## config.mk

```make
export PLATFORM = sky130hd
export DESIGN_NAME = gate_vector_sequencer
export DESIGN_NICKNAME = d
export VERILOG_FILES = /design/src/rtl/gate_seq_pkg.sv /design/src/rtl/gate_vector_sequencer_ref.sv /design/src/rtl/gate_vector_sequencer.sv
export SDC_FILE = /design/constraint.sdc
export NUM_CORES = 1
export LEC_CHECK = 0
export ABC_AREA = 1
export CAP_MARGIN = 10
export CORE_MARGIN = 8
export CORE_UTILIZATION = 55
export DETAILED_ROUTE_END_ITERATION = 12
export GPL_ROUTABILITY_DRIVEN = 1
export PLACE_DENSITY = 0.86
export SETUP_SLACK_MARGIN = 0.05
export SLEW_MARGIN = 20
export SYNTH_ARGS = -nofsm -noshare
export SYNTH_HDL_FRONTEND = slang
export SYNTH_HIERARCHICAL = 1
export SYNTH_SLANG_ARGS = --single-unit
```

## constraint.sdc

```tcl
create_clock -name clk -period 3 [get_ports clk]
set_clock_uncertainty 0.05 [all_clocks]
set_input_delay 0.45 -clock clk [delete_from_list [all_inputs] [get_ports clk]]
set_output_delay 0.45 -clock clk [all_outputs]
set_load 0.1 [all_outputs]
```

## src/rtl/gate_seq_pkg.sv

```systemverilog
// Shared types and golden reference for the gate-vector sequencer.
//   state_t       : sequencer FSM states
//   mode_t        : reference cell selection (NOR / OAI)
//   gate_expected : golden output for a vector, zero-extended to MAX_N_IN bits
package gate_seq_pkg;

  localparam int unsigned MAX_N_IN = 8;

  typedef enum logic [1:0] {
    IDLE,
    SETTLE,
    SAMPLE,
    DONE
  } state_t;

  typedef enum logic {
    MODE_NOR,
    MODE_OAI
  } mode_t;

  // Vectors narrower than MAX_N_IN arrive zero-extended; the zero upper bits
  // leave both the NOR and the OAI reduction unchanged.
  function automatic logic gate_expected(input logic [MAX_N_IN-1:0] vec,
                                         input mode_t mode);
    logic w_y;
    if (mode == MODE_OAI) begin
      w_y = ~((|vec[MAX_N_IN-1:1]) & vec[0]);
    end else begin
      w_y = ~(|vec);
    end
    return w_y;
  endfunction

endpackage

```

## src/rtl/gate_vector_sequencer_ref.sv

```systemverilog
// Combinational golden model for the cell under test.
//   i_vec  : vector currently applied to the cell
//   i_mode : reference cell selection
//   o_exp  : expected cell output
module gate_ref_model
  import gate_seq_pkg::*;
#(
  parameter int unsigned N_IN = 3
) (
  input  logic [N_IN-1:0] i_vec,
  input  mode_t           i_mode,
  output logic            o_exp
);

  logic [MAX_N_IN-1:0] w_vec_ext;

  always_comb begin
    w_vec_ext            = '0;
    w_vec_ext[N_IN-1:0]  = i_vec;
    o_exp                = gate_expected(w_vec_ext, i_mode);
  end

endmodule

```

## src/rtl/gate_vector_sequencer.sv

```systemverilog
// Clocked stimulus engine: sweeps every N_IN-bit vector into a gate cell,
// holds each for SETTLE_CYCLES+1 cycles, samples the cell and compares it
// with the built-in golden model.
//   clk, rst_n     : clock, asynchronous active-low reset
//   start          : begin a sweep (IDLE only)
//   abort          : end a sweep early (SETTLE/SAMPLE only)
//   mode           : 0 = NOR reference, 1 = OAI reference, latched at start
//   dut_vec        : vector driven to the cell
//   dut_y          : cell output
//   busy           : sweep in progress
//   done, aborted  : one-cycle completion pulse; aborted qualifies it
//   err_cnt        : saturating mismatch count
//   first_err_vec  : vector of the first mismatch, valid with first_err_vld
module gate_vector_sequencer
  import gate_seq_pkg::*;
#(
  parameter int unsigned N_IN          = 3,
  parameter int unsigned SETTLE_CYCLES = 4,
  parameter int unsigned ERR_W         = 8
) (
  input  logic             clk,
  input  logic             rst_n,
  input  logic             start,
  input  logic             abort,
  input  logic             mode,
  output logic [N_IN-1:0]  dut_vec,
  input  logic             dut_y,
  output logic             busy,
  output logic             done,
  output logic             aborted,
  output logic [ERR_W-1:0] err_cnt,
  output logic [N_IN-1:0]  first_err_vec,
  output logic             first_err_vld
);

  localparam int unsigned      CNT_W    = $clog2(SETTLE_CYCLES) + 1;
  localparam logic [CNT_W-1:0] CNT_LAST = CNT_W'(SETTLE_CYCLES - 1);

  state_t           r_state;
  state_t           w_next;
  logic [CNT_W-1:0] r_cnt;
  logic [N_IN-1:0]  r_vec;
  mode_t            r_mode;
  logic [ERR_W-1:0] r_err;
  logic [N_IN-1:0]  r_fe_vec;
  logic             r_fe_vld;
  logic             r_aborted;

  logic             w_exp;
  logic             w_go;
  logic             w_abort;
  logic             w_sample;

  gate_ref_model #(
    .N_IN (N_IN)
  ) u_ref (
    .i_vec  (r_vec),
    .i_mode (r_mode),
    .o_exp  (w_exp)
  );

  always_ff @(posedge clk or negedge rst_n) begin
    if (!rst_n) begin
      r_state <= IDLE;
    end else begin
      r_state <= w_next;
    end
  end

  // Abort is checked ahead of the sample so that an aborted SAMPLE cycle
  // neither counts an error nor advances the vector.
  always_comb begin
    w_next   = r_state;
    w_go     = 1'b0;
    w_abort  = 1'b0;
    w_sample = 1'b0;
    unique case (r_state)
      IDLE: begin
        if (start) begin
          w_next = SETTLE;
          w_go   = 1'b1;
        end
      end
      SETTLE: begin
        if (abort) begin
          w_next  = DONE;
          w_abort = 1'b1;
        end else if (r_cnt == CNT_LAST) begin
          w_next = SAMPLE;
        end
      end
      SAMPLE: begin
        if (abort) begin
          w_next  = DONE;
          w_abort = 1'b1;
        end else begin
          w_sample = 1'b1;
          w_next   = (r_vec == '1) ? DONE : SETTLE;
        end
      end
      DONE: begin
        w_next = IDLE;
      end
      default: begin
        w_next = IDLE;
      end
    endcase
  end

  always_ff @(posedge clk or negedge rst_n) begin
    if (!rst_n) begin
      r_cnt     <= '0;
      r_vec     <= '0;
      r_mode    <= MODE_NOR;
      r_err     <= '0;
      r_fe_vec  <= '0;
      r_fe_vld  <= 1'b0;
      r_aborted <= 1'b0;
    end else if (w_go) begin
      r_cnt     <= '0;
      r_vec     <= '0;
      r_mode    <= mode_t'(mode);
      r_err     <= '0;
      r_fe_vld  <= 1'b0;
      r_aborted <= 1'b0;
    end else if (w_abort) begin
      r_aborted <= 1'b1;
    end else if (r_state == SETTLE) begin
      r_cnt <= r_cnt + 1'b1;
    end else if (w_sample) begin
      if (dut_y != w_exp) begin
        if (r_err != '1) begin
          r_err <= r_err + 1'b1;
        end
        if (!r_fe_vld) begin
          r_fe_vec <= r_vec;
          r_fe_vld <= 1'b1;
        end
      end
      // The last vector stays on dut_vec; the counter never wraps.
      if (r_vec != '1) begin
        r_vec <= r_vec + 1'b1;
        r_cnt <= '0;
      end
    end
  end

  assign dut_vec       = r_vec;
  assign busy          = (r_state == SETTLE) || (r_state == SAMPLE);
  assign done          = (r_state == DONE);
  assign aborted       = r_aborted;
  assign err_cnt       = r_err;
  assign first_err_vec = r_fe_vec;
  assign first_err_vld = r_fe_vld;

endmodule

```

==> flow_metrics.env <==
export IMPL_status="finished, final reports clean"
export IMPL_dr_pass1_iters=4
export IMPL_grt_max_degree=23
export IMPL_synth_warnings=6
export IMPL_fp_dieH_microns=64.6
export IMPL_fill_cells=182
export IMPL_place_area_sq_um=1510
export IMPL_clockBufferDepth=2
export IMPL_syn_area_sq_um=1300
export IMPL_setup_violations=0
export IMPL_syn_to_final_growth_pct=19.2
export IMPL_worstPathArrival_ns=1.48
export IMPL_layout_common_cells="nand2_1 (49), dfrtp_1 (22), inv_1 (21), buf_4 (19), nand3_1 (15)"
export IMPL_track_usage_pct=13.5
export IMPL_max_freq_mhz=504
export IMPL_hold_path_class="primary input to asynchronous set/reset pin"
export IMPL_syn_nets=184
export IMPL_fin_crit_sh_pct=66.1
export IMPL_syn_inst=168
export IMPL_cts_tree="built"
export IMPL_drc_errors=0
export IMPL_fin_util_pct=69.3
export IMPL_ant_nets=0
export IMPL_final_common_cell="nand2_1"
export IMPL_worst_slew_pin_slew_ns=0.382
export IMPL_cts_root_buf="clkbuf_4"
export IMPL_postCtsHoldBufs=0
export IMPL_core_sq_um=2230
export IMPL_die_w_microns=64.6
export IMPL_clkTransAtPathRegs_ns=0.12
export IMPL_final_cell_area_sq_um=1550
export IMPL_grt_overflow=0
export IMPL_ys_seq_area_share_pct=42.4
export IMPL_cts_made_buffers=3
export IMPL_crit_path_end_kind="output pin"
export IMPL_grt_pass1_vias=1048
export IMPL_viasPerCell=5.19
export IMPL_cap_violations=0
export IMPL_post_cts_buffers=0
export IMPL_initialDrtViolationCount=52
export IMPL_worstSetupPathType="flip-flop to output pin"
export IMPL_avgSynthCellArea_sq_um=7.73
export IMPL_holdWs_ns=0.407
export IMPL_drive_above_1_share_pct=17.0
export IMPL_path_max_fanout=6
export IMPL_dp_hpwl_microns=2150
export IMPL_clock_sinks=22
export IMPL_synth_seq_cells=22
export IMPL_gp_congestion=0.800
export IMPL_dieArea_sq_um=4170
export IMPL_routedWlPerCell_microns=12.5
export IMPL_hold_viol_final=0
export IMPL_rows=17
export IMPL_num_vias=1153
export IMPL_rsz0062_at_grt="no"
export IMPL_relSlewSlack_pct=74.3
export IMPL_port_buffers=23
export IMPL_htree_num_levels=1
export IMPL_yosys_cell_types_count=22
export IMPL_start_util_pct=58.2
export IMPL_fin_tns_setup_ns=0
export IMPL_slew_violations=0
export IMPL_cp_start_kind="flip-flop"
export IMPL_ioPinCount=24
export IMPL_grt_pass1_wl_microns=4580
export IMPL_drt_wl_total_microns=2770
export IMPL_worstSkewPairLatency_ns=0.32
export IMPL_n_antenna_cell=0
export IMPL_antenna_found_initial=0
export IMPL_required_ns=2.50
export IMPL_cts_repair_resized=0
export IMPL_final_nets=211
export IMPL_fin_crit_ns=1.98
cells in the mapped netlist:
cell type / instances / area (sq um)
ha_1: 10 / 125
o21bai_1: 2 / 15.0
nor3_1: 2 / 10.0
nand3_2: 1 / 10.0
nand2_2: 2 / 12.5
or2_2: 1 / 6.26
nor2_1: 12 / 45.0
dfrtp_1: 22 / 551
a21oi_1: 4 / 20.0
o21ai_0: 14 / 70.1
o21ai_2: 4 / 35.0
nand3_1: 15 / 75.1
clkbuf_1: 1 / 3.75
nand4_1: 1 / 6.26
o31ai_1: 1 / 7.51
buf_6: 1 / 11.3
nand2_1: 49 / 184
o21ai_1: 1 / 5.00
o21a_1: 1 / 7.51
inv_1: 21 / 78.8
nor2_2: 2 / 12.5
nand3b_1: 1 / 7.51
critical path, stage by stage (launching register included):
cell	delay [ns]
dfrtp_1	0.45
inv_1	0.11
ha_1	0.31
buf_4	0.29
final timing paths:
check	startpoint	endpoint	slack (ns)	cells past startpoint
worst max-delay path	r_state[1]	busy	1.02	3
max in group asynchronous	rst_n	first_err_vld	2.27	2
min in group clk	r_cnt[2]	r_cnt[2]	0.45	2
worst min-delay path	rst_n	dut_vec[1]	0.41	2
worst max register to register	r_state[1]	first_err_vec[2]	1.04	8
worst min register to register	r_cnt[2]	r_cnt[2]	0.45	2
stage by stage:
step	setup WS, ns	std cells
6_report	1.02	222
5_1_grt	0.842	222
4_1_cts	1.02	222
3_5_place_dp	0.852	218
3_3_place_gp	0.953	218
2_1_floorplan	0.920	168
cells by family (layout without fill, tap and decap cells):
family	after synthesis	count (layout)	share of synthesized area, %
fa+ha+maj	10	10	9.63
buf+inv	23	49	7.23
flops	22	22	42.4
simple gates	86	86	28.4
compound gates	27	27	12.3
flip-flops by register name (all words and copies together) (netlist names):
signal,flops
r_mode,1
first_err_vec,3
err_cnt,8
r_cnt,3
dut_vec,3
aborted,1
r_state,2
first_err_vld,1
routing by layer:
| layer | GRT usage, % | share of wire [%] |
|---|---|---|
| met5 | 0 | 0 |
| met4 | 6.54 | 1.7 |
| met3 | 3.44 | 5.3 |
| met2 | 21.4 | 46 |
| met1 | 16.7 | 47 |
layout make-up:
cell class	instances	area, sq um	area share (%)
Multi-Input combinational cell	123	654	42.3
Clock buffer	4	36.3	2.34
Inverter	21	78.8	5.09
Timing Repair Buffer	24	193	12.4
Tap cell	28	35.0	2.26
Sequential cell	22	551	35.6
Power is left out: the tool's default activity adds up to more than one toggle a clock period on the data nets, which glitch-free logic cannot reach.
